File: config.mk
export PLATFORM = sky130hd
export DESIGN_NAME = q_device_responder
export DESIGN_NICKNAME = d
export VERILOG_FILES = /design/src/rtl/q_channel_pkg.sv /design/src/rtl/q_sync.sv /design/src/rtl/q_device_responder.sv
export SDC_FILE = /design/constraint.sdc
export NUM_CORES = 1
export LEC_CHECK = 0
export ABC_AREA = 0
export CORE_ASPECT_RATIO = 0.9
export CORE_MARGIN = 5
export CORE_UTILIZATION = 40
export CTS_BUF_LIST = sky130_fd_sc_hd__clkbuf_16
export DETAILED_ROUTE_END_ITERATION = 6
export DONT_BUFFER_PORTS = 1
export GPL_ROUTABILITY_DRIVEN = 0
export GPL_TIMING_DRIVEN = 0
export PLACE_DENSITY = 0.66
export SYNTH_ARGS = -nofsm -noshare
export SYNTH_HDL_FRONTEND = slang
export SYNTH_SLANG_ARGS = --single-unit
export TNS_END_PERCENT = 30
File: constraint.sdc
create_clock -name clock -period 3.3 [get_ports clock]
set_input_delay 0.66 -clock clock [delete_from_list [all_inputs] [get_ports clock]]
set_output_delay 0.66 -clock clock [all_outputs]
set_load 0.02 [all_outputs]
File: src/rtl/q_channel_pkg.sv
// q_channel_pkg
// Shared Q-channel definitions: responder FSM state encoding, protocol
// signal levels, counter width and a saturating increment helper.
package q_channel_pkg;

  typedef enum logic [2:0] {
    Q_RUN      = 3'd0,
    Q_REQUEST  = 3'd1,
    Q_STOPPED  = 3'd2,
    Q_EXIT     = 3'd3,
    Q_DENIED   = 3'd4,
    Q_CONTINUE = 3'd5
  } q_state_e;

  // Protocol levels on the Q-channel wires
  localparam logic QREQN_REQUEST  = 1'b0;
  localparam logic QREQN_RELEASE  = 1'b1;
  localparam logic QACCEPTN_GRANT = 1'b0;
  localparam logic QACCEPTN_IDLE  = 1'b1;

  localparam int unsigned CNT_W = 8;
  localparam logic [CNT_W-1:0] CNT_MAX = '1;

  // Counters stick at full scale instead of wrapping.
  function automatic logic [CNT_W-1:0] sat_inc(input logic [CNT_W-1:0] v);
    return (v == CNT_MAX) ? v : v + CNT_W'(1);
  endfunction

endpackage

File: src/rtl/q_sync.sv
// q_sync
// Multi-flop synchronizer for a single asynchronous bit.
//   clock, reset : clock, async active-high reset (flops load RESET_VAL)
//   data_i       : asynchronous input
//   data_o       : synchronized output (last flop of the chain)
module q_sync #(
  parameter int unsigned STAGES    = 2,
  parameter logic        RESET_VAL = 1'b1
) (
  input  logic clock,
  input  logic reset,
  input  logic data_i,
  output logic data_o
);

  logic [STAGES-1:0] sync_q;
  logic [STAGES-1:0] sync_d;

  always_comb begin
    sync_d = {sync_q[STAGES-2:0], data_i};
  end

  always_ff @(posedge clock or posedge reset) begin
    if (reset) sync_q <= {STAGES{RESET_VAL}};
    else       sync_q <= sync_d;
  end

  assign data_o = sync_q[STAGES-1];

endmodule

File: src/rtl/q_device_responder.sv
// q_device_responder
// Device-side Q-channel responder. Decides whether to accept or deny a
// quiescence request based on device idleness and wake demand, and drives
// the device quiesce / clock-gate controls. Every output is a flop.
//   clock, reset     : clock, async active-high reset
//   qreqn_i          : async quiescence request (active-low)
//   device_busy_i    : device has outstanding work
//   wake_req_i       : device needs to run
//   qacceptn_o       : accept (active-low)
//   qdeny_o          : deny
//   qactive_o        : registered busy|wake
//   quiesce_o        : stop taking new work
//   device_clk_en_o  : device clock gate enable
//   protocol_err_o   : one-cycle pulse on qreqn release while requesting
//
// state      | meaning
// Q_RUN      | normal operation, no request pending
// Q_REQUEST  | request seen, counting idle cycles / timeout
// Q_STOPPED  | request accepted, device clock gated
// Q_EXIT     | request released after accept, one cycle
// Q_DENIED   | request denied, waiting for release
// Q_CONTINUE | request released after deny, one cycle
module q_device_responder
  import q_channel_pkg::*;
#(
  parameter int unsigned SYNC_STAGES  = 2,
  parameter int unsigned IDLE_CYCLES  = 4,
  parameter int unsigned DENY_TIMEOUT = 32
) (
  input  logic clock,
  input  logic reset,
  input  logic qreqn_i,
  input  logic device_busy_i,
  input  logic wake_req_i,
  output logic qacceptn_o,
  output logic qdeny_o,
  output logic qactive_o,
  output logic quiesce_o,
  output logic device_clk_en_o,
  output logic protocol_err_o
);

  localparam logic [CNT_W-1:0] IDLE_LIM = CNT_W'(IDLE_CYCLES);
  localparam logic [CNT_W-1:0] DENY_LIM = CNT_W'(DENY_TIMEOUT);

  logic qreqn_s;

  q_sync #(
    .STAGES    (SYNC_STAGES),
    .RESET_VAL (QREQN_RELEASE)
  ) u_sync (
    .clock  (clock),
    .reset  (reset),
    .data_i (qreqn_i),
    .data_o (qreqn_s)
  );

  q_state_e         state_q, state_d;
  logic [CNT_W-1:0] idle_cnt_q, idle_cnt_d;
  logic [CNT_W-1:0] tmo_cnt_q, tmo_cnt_d;
  logic [CNT_W-1:0] idle_next, tmo_next;
  logic qacceptn_q, qacceptn_d;
  logic qdeny_q, qdeny_d;
  logic qactive_q, qactive_d;
  logic quiesce_q, quiesce_d;
  logic clk_en_q, clk_en_d;
  logic perr_q, perr_d;

  always_comb begin
    state_d    = state_q;
    idle_cnt_d = '0;
    tmo_cnt_d  = '0;
    perr_d     = 1'b0;

    // Compare against the post-increment value so the decision lands on
    // the same edge the count would reach its limit.
    idle_next = device_busy_i ? '0 : sat_inc(idle_cnt_q);
    tmo_next  = sat_inc(tmo_cnt_q);

    case (state_q)
      Q_RUN: begin
        if (qreqn_s == QREQN_REQUEST) state_d = Q_REQUEST;
      end
      Q_REQUEST: begin
        if (qreqn_s == QREQN_RELEASE) begin
          perr_d  = 1'b1;
          state_d = Q_RUN;
        end else if (wake_req_i) begin
          state_d = Q_DENIED;
        end else if (idle_next == IDLE_LIM) begin
          state_d = Q_STOPPED;
        end else if (tmo_next == DENY_LIM) begin
          state_d = Q_DENIED;
        end else begin
          // Counters only advance while staying here, so they read zero
          // on every fresh entry.
          idle_cnt_d = idle_next;
          tmo_cnt_d  = tmo_next;
        end
      end
      Q_STOPPED: begin
        if (qreqn_s == QREQN_RELEASE) state_d = Q_EXIT;
      end
      Q_EXIT:     state_d = Q_RUN;
      Q_DENIED: begin
        if (qreqn_s == QREQN_RELEASE) state_d = Q_CONTINUE;
      end
      Q_CONTINUE: state_d = Q_RUN;
      default:    state_d = Q_RUN;
    endcase

    // Outputs decoded from the next state so they change with the state flop.
    qacceptn_d = ((state_d == Q_STOPPED) || (state_d == Q_EXIT)) ?
                 QACCEPTN_GRANT : QACCEPTN_IDLE;
    qdeny_d    = (state_d == Q_DENIED) || (state_d == Q_CONTINUE);
    quiesce_d  = (state_d == Q_REQUEST) || (state_d == Q_STOPPED);
    clk_en_d   = (state_d != Q_STOPPED);
    qactive_d  = device_busy_i | wake_req_i;
  end

  always_ff @(posedge clock or posedge reset) begin
    if (reset) begin
      state_q    <= Q_RUN;
      idle_cnt_q <= '0;
      tmo_cnt_q  <= '0;
      qacceptn_q <= QACCEPTN_IDLE;
      qdeny_q    <= 1'b0;
      qactive_q  <= 1'b0;
      quiesce_q  <= 1'b0;
      clk_en_q   <= 1'b1;
      perr_q     <= 1'b0;
    end else begin
      state_q    <= state_d;
      idle_cnt_q <= idle_cnt_d;
      tmo_cnt_q  <= tmo_cnt_d;
      qacceptn_q <= qacceptn_d;
      qdeny_q    <= qdeny_d;
      qactive_q  <= qactive_d;
      quiesce_q  <= quiesce_d;
      clk_en_q   <= clk_en_d;
      perr_q     <= perr_d;
    end
  end

  assign qacceptn_o      = qacceptn_q;
  assign qdeny_o         = qdeny_q;
  assign qactive_o       = qactive_q;
  assign quiesce_o       = quiesce_q;
  assign device_clk_en_o = clk_en_q;
  assign protocol_err_o  = perr_q;

endmodule

After elaboration in Yosys (flattened, before gate mapping)
Index checks and enable logic that the tools add are counted.
{ "op_classes": {"addsub": 2, "n_eq_ne": 13, "n_mux": 24, "bitwise": 1, "n_reduce_logical": 4} }
{ "ops": {"columns": ["cell", "count"], "rows": [
  ["$mux W8", 13],
  ["$mux W3", 7],
  ["$add A8 B1 Y8 const B", 2],
  ["$eq A8 B8 Y1 const B", 2],
  ["$pmux W3 S4", 1],
  ["$eq A3 B2 Y1 const B", 3],
  ["$eq A3 B3 Y1 const B", 3],
  ["$eq A8 B3 Y1 const B", 1],
  ["$eq A8 B6 Y1 const B", 1],
  ["$eq A3 B1 Y1 const B", 2],
  ["$logic_not A3 Y1", 1],
  ["$logic_or A1 B1 Y1", 3],
  ["$mux W1", 3],
  ["$ne A3 B2 Y1 const B", 1],
  ["$or A1 B1 Y1", 1]
]} }
{ "word_totals": {"regBits": 27, "out_inout_bits": 6, "elab_cells": 54} }

Logic depth before layout (Yosys ltp)
Gate-level depths: netlist of the first run.
{ "logic_depth": {"ltp_word": 11, "depth_mapped": 7, "ltp_nobuf": 6} }

Hierarchy
A second synthesis of the first run with hierarchy kept.
{ "unflattened": {"hier_cells": 161, "hier_area_um2": 1590.3} }
{ "by_module_without_submodules": {"columns": ["module", "instances", "cells_each", "area_per_inst_um2", "seq_area_each_um2"], "rows": [
  ["q_device_responder", 1, 158, 1534.0, 628.1],
  ["q_sync", 1, 3, 56.3, 52.6]
]} }

Least setup slack after synthesis of the first run
No wires, ideal clock.
{ "synth_timing": {"kind": "reg2reg", "start": "reg idle_cnt_q[0]", "end": "reg tmo_cnt_q[5]", "arrival_ns": 1.928, "setup_slack_ns": 1.250, "stages_incl_launch_ff": 7, "cell_sequence": "dfrtp_1 > ha_1 > nand4_2 > o32ai_1 > o21ai_1 > o31ai_4 > and4b_2"} }
{ "synth_between": {"elab_chain_len": 8} }
{ "synth_rtl": {"columns": ["item", "line_no", "rtl"], "rows": [
  ["start: declaration", "q_device_responder.sv:59", "logic [CNT_W-1:0] idle_cnt_q, idle_cnt_d;"],
  ["start signal: assignment", "q_device_responder.sv:134", "idle_cnt_q <= idle_cnt_d;"],
  ["$add A8 B1 Y8 or $eq A8 B8 Y1 (tied branches)", "q_channel_pkg.sv:26", "return (v == CNT_MAX) ? v : v + CNT_W'(1);"],
  ["$mux W8 (*)", "q_channel_pkg.sv:26", null],
  ["$mux W8 (*)", "q_device_responder.sv:77", "idle_next = device_busy_i ? '0 : sat_inc(idle_cnt_q);"],
  ["$eq A8 B3 Y1 (*)", "q_device_responder.sv:90", "end else if (idle_next == IDLE_LIM) begin"],
  ["$mux W8 (*)", "q_device_responder.sv:90", null],
  ["$mux W8 (*)", "q_device_responder.sv:88", "end else if (wake_req_i) begin"],
  ["$mux W8 (*)", "q_device_responder.sv:85", "if (qreqn_s == QREQN_RELEASE) begin"],
  ["$mux W8 (*)", "q_device_responder.sv:80", "case (state_q)"],
  ["net tmo_cnt_d[5]", "q_device_responder.sv:60", "logic [CNT_W-1:0] tmo_cnt_q, tmo_cnt_d;"],
  ["end signal: assignment", "q_device_responder.sv:135", "tmo_cnt_q <= tmo_cnt_d;"],
  ["end: declaration", "q_device_responder.sv:60", null]
]} }
Mark *: on every way through the listed nets, which the timed path passes. The rest lies on a longest branch.

Worst setup path in the final report of the first run
{ "layout_timing": {"start": "reg idle_cnt_q[0]", "end": "reg idle_cnt_q[4]"} }
{ "layout_between": {"elab_chain_len": 8} }
{ "layout_rtl": {"columns": ["item", "line_no"], "rows": [
  ["$add A8 B1 Y8 or $eq A8 B8 Y1 (tied branches)", "q_channel_pkg.sv:26"],
  ["$mux W8 (*)", "q_channel_pkg.sv:26"],
  ["$mux W8 (*)", "q_device_responder.sv:77"],
  ["$eq A8 B3 Y1 or $mux W8 (tied branches)", "q_device_responder.sv:90, q_device_responder.sv:92"],
  ["$mux W8 (*)", "q_device_responder.sv:90"],
  ["$mux W8 (*)", "q_device_responder.sv:88"],
  ["$mux W8 (*)", "q_device_responder.sv:85"],
  ["$mux W8 (*)", "q_device_responder.sv:80"],
  ["net idle_cnt_d[4]", "q_device_responder.sv:59"]
]} }
Marks and branches as above.

==> key figures, run 1 <==
Global route
  • First-pass GRT wire length: ~5800 um
  • Largest net degree at the start of global routing: 28
  • Total grt overflow: 0
  • Vias in the first global route: around 1200
  • GR Util All Layers: approximately an eighth
  • Initial antenna violation count: 0

Clock network
  • Later-pin clock latency in the skew report: between 200 and 300 ps
  • CTS Buffer Depth: 2
  • Post-CTS sizing: 0
  • CTS H-tree depth: 1
  • Cts hold-fix bufs: 0
  • CTS tree: built
  • Setup bufs post-CTS: 0
  • Clk sinks: 27
  • CTS root buffer: clkbuf_16
  • Cts bufs inserted: 3
  • Clock-pin slew on the worst setup and hold paths: around 70 ps

Worst hold path
  • Hold Path Class: flop to flop
  • Worst hold start: u_sync.sync_q[0]$_DFF_PP1_

Floorplan
  • Die area: approximately 5300 um2
  • IO Pins: 11
  • Initial Util: around two fifths
  • Die Y: around 70 um
  • # rows: 21
  • Die width: about 76 um
  • Core area: 3784 um2

Synth
  • Synthesized area per cell: about 9.9 um2
  • YS warnings: 0
  • Post-Syn Area: 1587 um2
  • Post-Synthesis Cells: 160
  • Yosys cell types: between 50 and 60
  • Synthesis-stage register bit count: 27
  • Top_reg_cell synth: dfrtp_1
  • Cell taking the most area after synthesis: dfrtp_1
  • Top post-synthesis cells by area: dfrtp_1 (36%), dfstp_2 (6.6%), nor2_1 (3.3%), mux2i_1 (3.2%), nor4_1 (3.2%)
  • Count leader, synth: dfrtp_1
  • Post-synth top area share: roughly 36%
  • Sequential fraction of the synthesis area: between 40% and 50%
  • Syn Nets: 167
  • Asr flop ratio synth: 100.0%
  • Synth cell count leaders: dfrtp_1 (23), nor2_1 (14)
  • EDFF count, synth: 0

Routing
  • Highest metal used: met4
  • Total length of routed wires: around 3300 um
  • Routed length on met3: approximately 180 um
  • Vias per inst: about 6
  • Router iterations before antenna repair: 4
  • Via Count: approximately 1300
  • Met1 wire length: ~1500 um
  • Routed met2 length: between 1500 and 2000 um
  • Initial DRC Count: roughly 120
  • DRC: 0
  • Final ANT Viol Nets: 0
  • WL/cell: approximately 16 um

Worst setup path
  • Critical Path End: idle_cnt_q[4]$_DFF_PP0_
  • Arrival @ worst endpoint: 2630 ps
  • Crit Path Max Fanout: 10
  • Crit path max-delay family: compound AO/OA/AOI/OAI gates
  • R2R Path End: idle_cnt_q[4]$_DFF_PP0_
  • Worst reg-to-reg path cell count: 7
  • Startpoint types: flop
  • CP Class: flop to flop
  • Crit-path cells: ha_1, nand4_2, o32ai_1, o21ai_1, o31ai_4, buf_6, nor4_1
  • Worst Setup SP: idle_cnt_q[0]$_DFF_PP0_
  • Critical path buffers and inverters: 1
  • Slowest Stage Delay on Critical Path: 460 ps
  • Setup slack, reg-to-reg: 770 ps
  • Slowest CP cell: dfrtp_1
  • Reg-to-reg startpoint: idle_cnt_q[0]$_DFF_PP0_
  • Cell count along the critical path: 7
  • Worst setup EP type: flop
  • CP required: between 3000 and 4000 ps

Pwr
  • Maximum VDD drop: roughly 210 uV
  • PD cells: roughly 460 nW/um2
  • Leakage Power: approximately 0.00074 uW

Layout
  • Synth-to-layout area growth: 8.833%
  • Fraction of layout instances using a drive strength above 1: a little under a fifth
  • Ant diodes: 0
  • Number of nets in the layout: about 170

STA
  • Clk_skew: roughly 6.0 ps
  • Worst slew margin: roughly a third
  • Slew @ Worst Pin: 1022 ps
  • Minimum clock period: between 2000 and 3000 ps
  • Setup_tns: 0 ps
  • Unrepaired setup endpoints after global routing: false
  • Final Hold Violating Endpoints: 0
  • Final Max Tran Viols: 0
  • Setup Viol. Count Final: 0
  • Fmax: 395.1 MHz
  • Period utilisation layout: about 77%
  • Final Worst Setup Slack: between 700 and 800 ps

Placed design
  • I/O Buffers: 0
  • Hpwl dp: between 2000 and 2500 um
  • Post-place setup slack: 823.8 ps

Job
  • Max-Cap Viols: 0

Outcome
  • Outcome: finished clean
-- routing by layer --
| layer | GRT usage, % | up-vias |
|---|---|---|
| li1 | - | 608 |
| met5 | 0 | - |
| met4 | 3.689 | 0 |
| met1 | 17.05 | 620 |
| met2 | 21.86 | 36 |
| met3 | 2.468 | 2 |
-- flip-flops by register name, indices dropped and copies added, names as in the netlist --
signal           flops
tmo_cnt_q            8
qdeny_o              1
qacceptn_o           1
device_clk_en_o      1
protocol_err_o       1
idle_cnt_q           8
u_sync.sync_q        2
quiesce_o            1
state_q              3
qactive_o            1
-- metrics by stage --
| stage | hold slack [ps] | util (%) | instances | cell area, um2 | power, uW |
|---|---|---|---|---|---|
| after floorplan | 345.2 | - | 160 | 1587 | 492.2 |
| after global routing | 372.2 | 45.63 | 210 | 1727 | 831.0 |
| after global placement | 346.5 | 43.45 | 206 | 1644 | 514.8 |
| after CTS | 367.6 | 45.63 | 210 | 1727 | 798.8 |
| after detailed placement | 357.2 | 43.45 | 206 | 1644 | 517.4 |
| final | 371.2 | 45.63 | 210 | 1727 | 787.8 |
-- power breakdown --
part,switching [uW],internal (uW)
combinational,68.5,44.7
sequential,38.2,361
clock,111,165
-- cell usage in the layout (no fill, tap or decap), types with 4 or more instances in the layout --
| master | instances |
|---|---|
| dfrtp_1 | 23 |
| nand3_1 | 8 |
| nor4_1 | 8 |
| a21oi_1 | 5 |
| nor2b_1 | 5 |
| nor2_1 | 14 |
| o21ai_0 | 8 |
| mux2i_1 | 5 |
| nand2_1 | 5 |
| dfstp_2 | 4 |
| nor3_1 | 8 |
-- how the worst min path moves through the flow --
stage	cells past startpoint	slack, ps	to
2_1_floorplan	0	350	u_sync.sync_q[1]$_DFF_PP1_
3_5_place_dp	0	360	u_sync.sync_q[1]$_DFF_PP1_
6_report	0	370	u_sync.sync_q[1]$_DFF_PP1_
5_1_grt	0	370	u_sync.sync_q[1]$_DFF_PP1_
3_3_place_gp	0	350	u_sync.sync_q[1]$_DFF_PP1_
4_1_cts	0	370	u_sync.sync_q[1]$_DFF_PP1_
-- cells by family (layout without fill, tap and decap cells) --
kind of cell    Yosys count  in the layout  synth area share (%)
fa+ha+maj                 2              2                 1.577
compound gates           35             35                 15.77
buf+inv                  12             16                 4.968
simple gates             75             75                 29.42
mux                       5              5                 3.155
flops                    27             27                 42.90
xor+xnor                  4              4                 2.209
-- cell type report --
cell class	instances	area (um2)
fillers	370	2057
multi-input cells	121	827.0
flip-flops and latches	27	680.7
clock buffers	3	75.07
plain buffers	9	67.56
well taps	46	57.56
inverters	3	11.26
clock inverters	1	7.507
Note: power is estimated with default switching activity, not from simulation.
==> inputs of run 2 (changes only) <==
==> constraint.sdc (replaced) <==
create_clock -name clock -period 2.5 [get_ports clock]
set_input_delay 0.5 -clock clock [delete_from_list [all_inputs] [get_ports clock]]
set_output_delay 0.5 -clock clock [all_outputs]
set_load 0.02 [all_outputs]
==> key figures, run 2 (synthesized netlist as in run 1, its figures left out) <==
Worst setup path
  • CP required: 2610 ps (-790 ps)
  • Slowest CP cell: dfrtp_1
  • R2R Path End: idle_cnt_q[4]$_DFF_PP0_
  • Crit Path Max Fanout: 10 (unchanged)
  • Worst setup EP type: flop
  • CP Class: flop to flop
  • Setup slack, reg-to-reg: 210 ps (-560 ps)
  • Arrival @ worst endpoint: 2410 ps (-220 ps)
  • Crit-path cells: ha_1, nand4_2, a211oi_1, o21ai_1, o31ai_4, buf_6, nor4_1
  • Worst reg-to-reg path cell count: 7 (unchanged)
  • Startpoint types: flop
  • Critical path buffers and inverters: 1 (unchanged)
  • Crit path max-delay family: compound AO/OA/AOI/OAI gates
  • Cell count along the critical path: 7 (unchanged)
  • Reg-to-reg startpoint: idle_cnt_q[0]$_DFF_PP0_
  • Slowest Stage Delay on Critical Path: 470 ps (about the same)

Clock network
  • Later-pin clock latency in the skew report: 260 ps (about the same)
  • Cts bufs inserted: 3 (unchanged)
  • CTS tree: built
  • CTS Buffer Depth: 2 (unchanged)
  • CTS root buffer: clkbuf_16
  • Cts hold-fix bufs: 0 (unchanged)
  • CTS H-tree depth: 1 (unchanged)
  • Clk sinks: 27 (unchanged)
  • Clock-pin slew on the worst setup and hold paths: 70 ps (about the same)

STA
  • Final Worst Setup Slack: 207.9 ps (-560.9 ps)
  • Period utilisation layout: 91.68% (+15 points)
  • Final Hold Violating Endpoints: 0 (unchanged)
  • Minimum clock period: 2292 ps (-239.1 ps)
  • Clk_skew: 5.483 ps (-0.5420 ps)
  • Fmax: 436.3 MHz (+10%)
  • Slew @ Worst Pin: 1028 ps (+6.125 ps)
  • Final Max Tran Viols: 0 (unchanged)
  • Unrepaired setup endpoints after global routing: false
  • Worst slew margin: 31.38% (-0.41 points)
  • Setup Viol. Count Final: 0 (unchanged)
  • Setup_tns: 0 ps (unchanged)

Worst hold path
  • Min-Delay Path Depth: 0 (unchanged)
  • Worst hold start: qreqn_i
  • Hold Path Class: input port to flop
  • WHS Endpoint: u_sync.sync_q[0]$_DFF_PP1_

Routing
  • DRC: 0 (unchanged)
  • Total length of routed wires: 3324 um (+0.67%)
  • WL/cell: 15.75 um (+0.19%)
  • Highest metal used: met4
  • Routed met2 length: 1611 um (+1.8%)
  • Initial DRC Count: 183 (+48%)
  • Vias per inst: 5.986 (-0.71%)
  • Routed length on met3: 155 um (-12%)
  • Router iterations before antenna repair: 4 (unchanged)
  • Via Count: 1263 (-0.24%)
  • Final ANT Viol Nets: 0 (unchanged)
  • Met1 wire length: 1535 um (+0.92%)

Floorplan
  • # rows: 21 (unchanged)
  • Die Y: 69.75 um (unchanged)
  • IO Pins: 11 (unchanged)
  • Die width: 76.39 um (unchanged)
  • Die area: 5327 um2 (unchanged)
  • Initial Util: 41.93% (unchanged)
  • Core area: 3784 um2 (unchanged)

Pwr
  • PD cells: 595.5 nW/um2 (+31%)
  • Leakage Power: 0.0007487 uW (+1.5%)
  • Maximum VDD drop: 278.6 uV (+31%)

Layout
  • Most common cell after layout, fill and taps aside: dfrtp_1
  • Highest-count cells in the layout ignoring fill and taps: dfrtp_1 (23), nor2_1 (14), nor3_1 (8), nand3_1 (8), nor4_1 (8)
  • Ant diodes: 0 (unchanged)
  • Synth-to-layout area growth: 10.73%
  • Util after Layout: 46.43% (+0.79 points)
  • Fillers: 367 (-0.81%)
  • Number of nets in the layout: 173 (+0.58%)
  • Fin area: 1757 um2 (+1.7%)
  • Fraction of layout instances using a drive strength above 1: 19.39% (+1.1 points)
  • Top flop regs: idle_cnt_q (8), tmo_cnt_q (8), state_q (3)

Global route
  • Total grt overflow: 0 (unchanged)
  • Initial antenna violation count: 0 (unchanged)
  • GR Util All Layers: 13.06% (unchanged)
  • First-pass GRT wire length: 5802 um (unchanged)
  • Largest net degree at the start of global routing: 28 (unchanged)
  • Vias in the first global route: 1212 (unchanged)

Placed design
  • I/O Buffers: 0 (unchanged)
  • Placed instance area: 1644 um2 (unchanged)
  • Hpwl dp: 2237 um (unchanged)
  • Post-place setup slack: 23.77 ps (-800.0 ps)

Outcome
  • Outcome: finished clean

Job
  • Max-Cap Viols: 0 (unchanged)
==> run 2: changes by cell type in the layout (fill, tap and decap cells not counted) <==
| cell | delta |
|---|---|
| buf_4 | +1 |
| nor3_2 | -1 |
| nor3_4 | +1 |
| nor4b_2 | -1 |
| nor4b_4 | +1 |
| o21ai_0 | -1 |
| o21ai_1 | +1 |
| o32ai_1 | -1 |
| o32ai_2 | +1 |
==> run 2: worst max path at each step <==
stage,startpoint,to,slack (ps)
2_1_floorplan,idle_cnt_q[0]$_DFF_PP0_,tmo_cnt_q[5]$_DFF_PP0_,450
3_3_place_gp,idle_cnt_q[0]$_DFF_PP0_,idle_cnt_q[5]$_DFF_PP0_,90
3_5_place_dp,idle_cnt_q[0]$_DFF_PP0_,idle_cnt_q[4]$_DFF_PP0_,20
4_1_cts,idle_cnt_q[0]$_DFF_PP0_,idle_cnt_q[4]$_DFF_PP0_,5
5_1_grt,idle_cnt_q[0]$_DFF_PP0_,state_q[0]$_DFF_PP0_,30
6_report,idle_cnt_q[0]$_DFF_PP0_,idle_cnt_q[4]$_DFF_PP0_,210
==> run 2: timing repair <==
| item | CTS | global route |
|---|---|---|
| buffers inserted | 0 | 1 |
| gates resized for setup | 0 | 4 |
| endpoints found under the setup margin | 0 | 17 |
==> run 2: per-layer routing <==
layer	vias up	track usage, %
met2	28	21.86
met4	0	3.689
li1	611	-
met5	-	0
met1	622	17.05
met3	2	2.468
==> run 2: area by class of cell <==
class	instances	area, um2	area share [%]
Multi-Input combinational cell	121	849.6	48.36
Sequential cell	27	680.7	38.75
Clock buffer	3	75.07	4.274
Buffer	9	67.56	3.846
Tap cell	46	57.56	3.276
Inverter	3	11.26	0.6410
Clock inverter	1	7.507	0.4274
Timing Repair Buffer	1	7.507	0.4274
==> run 2: stage by stage <==
stage	std cells	hold WS, ps	total power (uW)
after floorplan	160	345.2	649.7
after global placement	206	346.5	679.5
after detailed placement	206	357.2	683.0
after CTS	210	225.4	1054
after global routing	211	216.3	1104
final	211	231.3	1046
==> run 2: report_power, final <==
part           total [uW]  internal, uW  switching, uW
Clock                 362           217            145
Combinational         158          63.3           94.6
Sequential            526           476           50.1
==> inputs of run 3 (changes only) <==
==> constraint.sdc (replaced) <==
create_clock -name clock -period 2.5 [get_ports clock]
set_input_delay 0.5 -clock clock [delete_from_list [all_inputs] [get_ports clock]]
set_output_delay 0.5 -clock clock [all_outputs]
set_load 0.1 [all_outputs]
==> results of run 3 <==
The final DEF is identical to that of run 2. Status: finished clean.
Among the figures that moved: total power 1046 uW -> 1154 uW; worst IR drop on VDD 278.6 uV -> 305.8 uV
